[config.mk]
export PLATFORM = sky130hd
export DESIGN_NAME = dec_exu_pipe_fifo
export DESIGN_NICKNAME = d
export VERILOG_FILES = /design/src/rtl/dec_exu_pipe_fifo_pkg.sv /design/src/rtl/dec_exu_pipe_mem.sv /design/src/rtl/dec_exu_pipe_fifo.sv
export SDC_FILE = /design/constraint.sdc
export NUM_CORES = 1
export LEC_CHECK = 0
export BUFFER_PORTS_ARGS = -buffer_cell sky130_fd_sc_hd__buf_2
export CELL_PAD_IN_SITES_DETAIL_PLACEMENT = 0
export CELL_PAD_IN_SITES_GLOBAL_PLACEMENT = 2
export CORE_MARGIN = 5
export CORE_UTILIZATION = 34
export DETAILED_ROUTE_END_ITERATION = 16
export GPL_ROUTABILITY_DRIVEN = 0
export GPL_TIMING_DRIVEN = 0
export PLACE_DENSITY = 0.76
export SYNTH_ARGS = -nofsm -noshare
export SYNTH_HDL_FRONTEND = slang
export SYNTH_HIERARCHICAL = 1
export SYNTH_SLANG_ARGS = --single-unit
[constraint.sdc]
create_clock -name clk -period 2 [get_ports clk]
set_clock_uncertainty 0.05 [all_clocks]
set_input_delay 0.4 -clock clk [delete_from_list [all_inputs] [get_ports clk]]
set_output_delay 0.4 -clock clk [all_outputs]
set_load 0.05 [all_outputs]
[src/rtl/dec_exu_pipe_fifo_pkg.sv]
// Shared payload layout for the decode->execute buffer and small sizing helpers.
// The instantiator packs dec2ex_t into the opaque DW-bit payload and unpacks it again.
package dec_exu_pipe_fifo_pkg;

    localparam int MYRISCV_ADDRBUS    = 32;
    localparam int REGBUS             = 32;
    localparam int REGADDRBUS         = 5;
    localparam int E203_DECINFO_WIDTH = 32;

    typedef struct packed {
        logic [MYRISCV_ADDRBUS-1:0]    pc;
        logic [REGBUS-1:0]             rs1_val;
        logic [REGBUS-1:0]             rs2_val;
        logic [REGADDRBUS-1:0]         rs1_idx;
        logic [REGADDRBUS-1:0]         rs2_idx;
        logic [REGBUS-1:0]             imm;
        logic                          rd_wen;
        logic [REGADDRBUS-1:0]         rd_idx;
        logic [E203_DECINFO_WIDTH-1:0] info;
    } dec2ex_t;

    localparam int DEC2EX_W = $bits(dec2ex_t);

    // Pointer width; a single-entry buffer still carries a 1-bit pointer.
    function automatic int ptr_w(input int depth);
        return (depth > 1) ? $clog2(depth) : 1;
    endfunction

endpackage

[src/rtl/dec_exu_pipe_mem.sv]
// DEPTH x DW register array: one write port, one asynchronous read port, cleared on reset.
module dec_exu_pipe_mem #(
    parameter int DW    = 32,
    parameter int DEPTH = 2,
    parameter int PW    = 1
) (
    input  logic          clk,
    input  logic          rst,
    input  logic          we_i,
    input  logic [PW-1:0] waddr_i,
    input  logic [DW-1:0] wdata_i,
    input  logic [PW-1:0] raddr_i,
    output logic [DW-1:0] rdata_o
);

    logic [DW-1:0] mem_q [DEPTH];

    always_ff @(posedge clk) begin
        if (rst) begin
            for (int i = 0; i < DEPTH; i++) mem_q[i] <= '0;
        end else if (we_i) begin
            for (int i = 0; i < DEPTH; i++) begin
                if (waddr_i == PW'(i)) mem_q[i] <= wdata_i;
            end
        end
    end

    // Decoded read keeps out-of-range addresses harmless for non-power-of-two DEPTH.
    always_comb begin
        rdata_o = '0;
        for (int i = 0; i < DEPTH; i++) begin
            if (raddr_i == PW'(i)) rdata_o = mem_q[i];
        end
    end

endmodule

[src/rtl/dec_exu_pipe_fifo.sv]
// Flushable in-order valid/ready buffer between decode and execute, fully registered output.
// On flush it can keep a head entry that execute is still stalled on.
module dec_exu_pipe_fifo
    import dec_exu_pipe_fifo_pkg::*;
#(
    parameter  int DW        = 32,
    parameter  int DEPTH     = 2,
    parameter  int KEEP_HEAD = 1,
    parameter  int PASS_RDY  = 1,
    localparam int CW        = $clog2(DEPTH + 1)
) (
    input  logic          clk,
    input  logic          rst,
    input  logic          flush_i,
    input  logic          s_vld_i,
    output logic          s_rdy_o,
    input  logic [DW-1:0] s_data_i,
    output logic          m_vld_o,
    input  logic          m_rdy_i,
    output logic [DW-1:0] m_data_o,
    output logic [CW-1:0] count_o
);

    localparam int PW = ptr_w(DEPTH);

    logic [PW-1:0] rd_ptr_q, rd_ptr_d;
    logic [PW-1:0] wr_ptr_q, wr_ptr_d;
    logic [CW-1:0] count_q, count_d;
    logic          push, pop;

    function automatic logic [PW-1:0] ptr_inc(input logic [PW-1:0] p);
        return (p == PW'(DEPTH - 1)) ? '0 : p + 1'b1;
    endfunction

    assign m_vld_o = (count_q != '0);
    assign count_o = count_q;
    assign s_rdy_o = (count_q != CW'(DEPTH)) | ((PASS_RDY != 0) & m_rdy_i);
    assign pop     = m_vld_o & m_rdy_i;
    assign push    = s_vld_i & s_rdy_o & ~flush_i;

    always_comb begin
        rd_ptr_d = rd_ptr_q;
        wr_ptr_d = wr_ptr_q;
        count_d  = count_q;
        if (flush_i) begin
            if ((KEEP_HEAD != 0) && m_vld_o && !m_rdy_i) begin
                wr_ptr_d = ptr_inc(rd_ptr_q);
                count_d  = CW'(1);
            end else begin
                // A head taken in the flush cycle still counts as delivered.
                rd_ptr_d = pop ? ptr_inc(rd_ptr_q) : rd_ptr_q;
                wr_ptr_d = rd_ptr_d;
                count_d  = '0;
            end
        end else begin
            if (push) wr_ptr_d = ptr_inc(wr_ptr_q);
            if (pop)  rd_ptr_d = ptr_inc(rd_ptr_q);
            count_d = count_q + CW'(push) - CW'(pop);
        end
    end

    always_ff @(posedge clk) begin
        if (rst) begin
            rd_ptr_q <= '0;
            wr_ptr_q <= '0;
            count_q  <= '0;
        end else begin
            rd_ptr_q <= rd_ptr_d;
            wr_ptr_q <= wr_ptr_d;
            count_q  <= count_d;
        end
    end

    dec_exu_pipe_mem #(
        .DW    (DW),
        .DEPTH (DEPTH),
        .PW    (PW)
    ) u_mem (
        .clk     (clk),
        .rst     (rst),
        .we_i    (push),
        .waddr_i (wr_ptr_q),
        .wdata_i (s_data_i),
        .raddr_i (rd_ptr_q),
        .rdata_o (m_data_o)
    );

endmodule

==> flow_summary.yaml, run 1 <==
sta:
  relSlewSlack: 0.702
  whs_ns: 0.193
  drv_slew: 0
  hold_viol_final: 0
  setup_viol: 0
  period_share: 0.968
  period_minus_slack_ns: 1.94
  timing.fmax_ghz: 0.517
  tightest_slew_ns: 0.447
  rsz0062_at_grt: "false"
drt:
  ant_nets: 0
  route.met2.wl_mm: 2.62
  drt_pass1_iterations: 4
  drt_first_iter_violations: 28
  dr.max_layer_used: "met5"
  drt-vias-per-instance: 4.35
  route.met3.wl_um: 381
  drc: 0
  vias: 1574
  drt-total-wl_mm: 5.18
  wl_per_cell_um: 14.3
  wirelength_met1_mm: 2.09
worst_setup_path:
  slowest_stage: "dfxtp_4"
  cp_max_fo: 10
  cp_data_arrival_time_ns: 1.49
  required_ns: 1.55
  critical_path.max_stage_delay_ns: 0.37
  cp-start-kind: "flop"
  crit_path_end_kind: "output port"
  path_cells: "buf_8 -> buf_12 -> mux2_4 -> buf_4"
  path_class: "flop to output port"
grt:
  grt_pass1_wl_mm: 8.00
  overflow: 0
  grt_pass1_vias: 1622
  antenna_found_initial: 1
  grt_usage: 0.103
  grt_max_degree: 33
finish:
  finalNonFillerCells: 362
  antennaDiodeCount: 0
  final_layout_size_suffix_gt1_frac: 0.535
  nNetsFinal: 288
  n_fill_cell: 818
  syn_to_final_growth_pct: 27.7
floorplan:
  start_util: 0.344
  dieArea_mm2: 0.0107
  io_pins: 73
  die_h_um: 103
  fp.coreArea_mm2: 0.00859
  rows: 34
  fp.dieW_um: 103
cts:
  cts_root_buf: "clkbuf_8"
  cts_hold_buf: 0
  htreeDepth: 3
  numClockSinks: 68
  cts-resized-gates: 8
  cts_setup_buffers: 0
  cts_tree: "yes"
  insertion_delay_ns: 0.33
  clk_pin_slew_ns: 0.07
  clockBufferDepth: 2
  cts_made_buffers: 9
synthesis:
  syn_area_mm2: 0.00296
  synth_seq_cells: 68
  synth_nets: 205
  netlist_instances: 166
  synth_area_leaders: "edfxtp_1, mux2_4, and2_1"
  syn_avg_cell_area_um2: 17.8
  yosysUniqueCellTypes: 27
  yosysSeqAreaShare: 0.677
  synth_top_area_share: 0.650
  synth_warnings: 6
  synth_top_cell_by_area: "edfxtp_1"
power_and_ir_drop:
  p_int_w: 0.00248
  leakagePower_nw: 1.58
  netSwitchingPower_w: 0.000920
  power_density_mw_per_mm2: 899
  finalPower_w: 0.00340
  pwr-share-seq: 0.494
  combinationalPowerShare: 0.187
  peakVddDrop_uv: 396
  clockPowerShare: 0.320
  p_sw_frac: 0.271
flow_run:
  maxCapViolations: 0
placed_design:
  dp.cells: 346
  dpl.hpwl_mm: 3.45
  place.port_buffers: 72
worst_hold_path:
  hold_path.class: "primary input to flop"
outcome:
  status: "completed"
-- stage by stage --
step	utilization	setup WS (ns)	area (µm²)	setup TNS [ns]
2_1_floorplan	-	0.0263	2970	0
3_3_place_gp	0.403	-0.0243	3460	-1.39
3_5_place_dp	0.403	-0.0345	3460	-2.06
4_1_cts	0.428	0.000114	3680	0
5_1_grt	0.440	0.000674	3780	0
6_report	0.440	0.0644	3780	0
-- cells in the mapped netlist (all sizes together) --
library cell	instances
dfxtp	4
a311oi	1
and3	1
nand2	1
o21a	1
a21bo	1
xor2	1
nand3b	2
and2	32
ha	2
xnor2	2
inv	4
nor2b	1
a21o	2
or2	1
or3	1
mux2	32
nor3	1
or3b	1
a21oi	2
nor2	1
o21ai	1
clkbuf	3
edfxtp	64
buf	4
-- power by group through the flow --
stage,clock [W],combinational [W],sequential (W)
after floorplan,0,0.000456,0.00171
after global placement,0,0.000591,0.00171
after detailed placement,0,0.000593,0.00171
after CTS,0.00113,0.000603,0.00168
after global routing,0.00120,0.000669,0.00169
final,0.00109,0.000634,0.00168
-- final timing paths --
kind	to	from	cells after the start	slack, ns
setup / recovery	m_data_o[19]	rd_ptr_q	4	0.06
hold / removal	count_o[1]	flush_i	2	0.19
setup reg to reg	u_mem/mem_q[0][40]	count_o[1]	5	0.16
hold reg to reg	rd_ptr_q	rd_ptr_q	2	0.49
-- worst max-delay path: cells and delay by family (launching register included) --
kind	cells	cell delay [ns]
DFF	1	0.37
buffers and inverters	3	0.47
muxes	1	0.30
-- cells in the final DEF (no fill, tap or decap), types with 3 or more instances in the layout --
cell type  count
buf_6          7
clkbuf_8       9
and2_1        32
mux2_4        30
buf_4         23
buf_2         42
inv_1          4
buf_12         3
edfxtp_1      64
clkbuf_2       3
-- routing by layer --
layer  track usage  vias up
met5             0        -
li1              -      777
met4        0.0448        2
met1         0.118      738
met2         0.168       47
met3        0.0456       10
-- state kept, by name, summed over array words and instances (netlist names) --
| signal | flops |
|---|---|
| count_o | 2 |
| rd_ptr_q | 1 |
| u_mem/mem_q | 64 |
| wr_ptr_q | 1 |
-- final cells by class --
class                      instances  area, µm²  area share
sequential                        68       2010       0.532
multi-input combinational         87        873       0.231
timing repair buffer              72        462       0.122
tap                              108        135      0.0358
clock buffer                      10        128      0.0338
buffer                             7       90.1      0.0238
clock inverter                     6       65.1      0.0172
inverter                           4       15.0     0.00397
-- cell families (layout without fill, tap and decap cells) --
family | after synthesis | in the layout | share of synthesized area
mux | 32 | 32 | 0.160
flops | 68 | 68 | 0.677
fa+ha+maj | 2 | 2 | 0.00846
simple gates | 42 | 42 | 0.0926
buf+inv | 11 | 99 | 0.0343
xor+xnor | 3 | 3 | 0.00888
compound gates | 8 | 8 | 0.0190
No activity file was read; power rests on OpenSTA's default activity.
==> run 2, diff against run 1 <==
--- a/config.mk
+++ b/config.mk
@@ -9,12 +9,12 @@
 export CELL_PAD_IN_SITES_DETAIL_PLACEMENT = 0
 export CELL_PAD_IN_SITES_GLOBAL_PLACEMENT = 2
 export CORE_MARGIN = 5
-export CORE_UTILIZATION = 34
+export CORE_UTILIZATION = 33
 export DETAILED_ROUTE_END_ITERATION = 16
 export GPL_ROUTABILITY_DRIVEN = 0
 export GPL_TIMING_DRIVEN = 0
-export PLACE_DENSITY = 0.76
+export PLACE_DENSITY = 0.75
+export SLEW_MARGIN = 25
 export SYNTH_ARGS = -nofsm -noshare
 export SYNTH_HDL_FRONTEND = slang
-export SYNTH_HIERARCHICAL = 1
 export SYNTH_SLANG_ARGS = --single-unit
==> run 2 against run 1 <==
Synthesized area shrank 3.2%. First-iteration DRC count shrank 21%. Global-route usage increased by 0.72 points. Design area fell by 1.2%. Hold slack improved by 0.054 ns. Sequential share of layout area rose by 0.69 points. Highest routed layer is now met4.
==> flow_summary.yaml, run 2 <==
outcome:
  status: "completed"
finish:
  regMostFlops: "u_mem.mem_q"
  final_util: 0.435
  largest_reg_flops: 64
  nNetsFinal: 293
  final_layout_size_suffix_gt1_frac: 0.641
  antennaDiodeCount: 0
  syn_to_final_growth_pct: 30.5
  mostFrequentLayoutCells: "buf_2, edfxtp_1, mux2_2, and2_4"
  final_common_cell: "buf_2"
power_and_ir_drop:
  pwr-share-seq: 0.488
  p_int_w: 0.00254
  power_density_mw_per_mm2: 918
  combinationalPowerShare: 0.168
  clockPowerShare: 0.344
  netSwitchingPower_w: 0.000893
  peakVddDrop_uv: 380
  p_sw_frac: 0.260
  leakagePower_nw: 1.56
drt:
  drt_first_iter_violations: 22
  drt-vias-per-instance: 4.39
  vias: 1611
  ant_nets: 0
  drt-total-wl_mm: 5.36
  drt_pass1_iterations: 3
  wl_per_cell_um: 14.6
  drc: 0
cts:
  cts_hold_buf: 0
  cts_tree: "yes"
  numClockSinks: 68
  cts_made_buffers: 9
  clockBufferDepth: 2
  clk_pin_slew_ns: 0.07
  htreeDepth: 3
  insertion_delay_ns: 0.33
  cts_root_buf: "clkbuf_8"
synthesis:
  synthFlopType: "edfxtp_1"
  synth_edf_count: 64
  synth_nets: 207
  synth_top_area_share: 0.671
  syn_area_mm2: 0.00286
  yosysUniqueCellTypes: 28
  synth_top_cell_by_area: "edfxtp_1"
  netlist_instances: 168
  synth_most_common_cell: "edfxtp_1"
  yosysSeqAreaShare: 0.699
  synth_warnings: 0
  synth_seq_cells: 68
  synth_area_leaders: "edfxtp_1, mux2_2, and2_4"
  syn_avg_cell_area_um2: 17.0
  synthTopCellsByCount: "edfxtp_1, mux2_2, and2_4"
  synthArstFlopShare: 0
grt:
  antenna_found_initial: 0
  grt_usage: 0.111
  grt_pass1_wl_mm: 8.57
  grt_pass1_vias: 1753
  overflow: 0
  grt_max_degree: 33
worst_setup_path:
  slowest_stage: "dfxtp_4"
  required_ns: 1.55
  crit_path_end_kind: "output port"
  cp_top_family: "flip-flops"
  cp_data_arrival_time_ns: 1.49
  cp_max_fo: 10
  path_class: "flop to output port"
  cp-start-kind: "flop"
  critPathBufInv: 2
  critical_path.max_stage_delay_ns: 0.41
  path_cells: "buf_6 -> mux2_2 -> buf_2"
  crit_cells: 3
  r2r_cells: 8
floorplan:
  rows: 34
  die_h_um: 103
  fp.dieW_um: 103
  dieArea_mm2: 0.0106
  start_util: 0.333
  fp.coreArea_mm2: 0.00859
  io_pins: 73
placed_design:
  dp_worst_setup_slack_ns: -0.207
  dpl.hpwl_mm: 3.56
  place.port_buffers: 72
flow_run:
  maxCapViolations: 0
sta:
  timing.fmax_ghz: 0.515
  period_minus_slack_ns: 1.94
  period_share: 0.970
  setup_viol: 0
  hold_viol_final: 0
  setup_ws_ns: 0.0596
  tightest_slew_ns: 0.501
  drv_slew: 0
  relSlewSlack: 0.665
  rsz0062_at_grt: "true"
worst_hold_path:
  hold_path.class: "primary input to flop"
  worstHoldPathCells: 2
## run 2: cell types whose count changed after synthesis, moves of 2 or more
cell,change
o21bai_1,+2
mux2_2,+30
buf_12,-3
mux2_4,-30
nand3_1,+2
and2_4,+23
buf_6,+2
clkbuf_2,-3
and2_1,-23
nor2_1,+2
buf_2,+3
## run 2: kinds of logic after synthesis
group | count (synthesis) | synth area share
buffers and inverters | 11 | 0.0236
DFF | 68 | 0.699
adders and majority gates | 2 | 0.00874
and+or+nand+nor | 45 | 0.118
muxes | 32 | 0.126
xor gates and xnor gates | 2 | 0.00612
AOI/OAI and AO/OA | 8 | 0.0188
## run 2: final cells by class
type                            count  area, µm²
Fill cell                         815       4860
Sequential cell                    68       2010
Multi-Input combinational cell     89        863
Timing Repair Buffer               77        438
Tap cell                          108        135
Clock buffer                       10        128
Clock inverter                      6       78.8
Buffer                              6       67.6
Inverter                            3       11.3
## run 2: power groups by stage
| stage | clock, W | sequential [W] | combinational, W |
|---|---|---|---|
| 6_report | 0.00118 | 0.00167 | 0.000576 |
| 5_1_grt | 0.00129 | 0.00168 | 0.000615 |
| 4_1_cts | 0.00123 | 0.00168 | 0.000564 |
| 3_5_place_dp | 0 | 0.00171 | 0.000561 |
| 3_3_place_gp | 0 | 0.00170 | 0.000559 |
| 2_1_floorplan | 0 | 0.00171 | 0.000415 |
## run 2: what timing repair did
item                       4_1_cts  5_1_grt
setup endpoints to repair       96        5
pin swaps                        0        2
resized for setup                9        2
buffers inserted                 0        3
## run 2: path summary, 6_finish.rpt
check	end	slack [ns]	from
worst min register to register	count_o[1]	0.57	count_o[1]
worst max-delay path	m_data_o[7]	0.06	rd_ptr_q
worst min-delay path	count_o[0]	0.25	rst
worst max register to register	count_o[1]	0.13	count_o[0]
## run 2: stage by stage
stage / cell area (µm²) / setup TNS [ns] / hold WS [ns] / std cells / total power [W]
final: 3730 / 0 / 0.247 / 367 / 0.00343
after detailed placement: 3430 / -12.87 / 0.528 / 348 / 0.00227
after global placement: 3430 / -13.62 / 0.515 / 348 / 0.00226
after CTS: 3660 / -5.38 / 0.229 / 363 / 0.00347
after global routing: 3730 / -0.0176 / 0.241 / 367 / 0.00359
after floorplan: 2940 / -0.0105 / 0.409 / 168 / 0.00212
## run 2: routing by layer
layer	up-vias	part of all wire	global-route usage
met1	769	0.42	0.131
met5	-	0	0
met3	9	0.053	0.0325
li1	788	-	-
met4	0	0.018	0.0538
met2	45	0.51	0.184
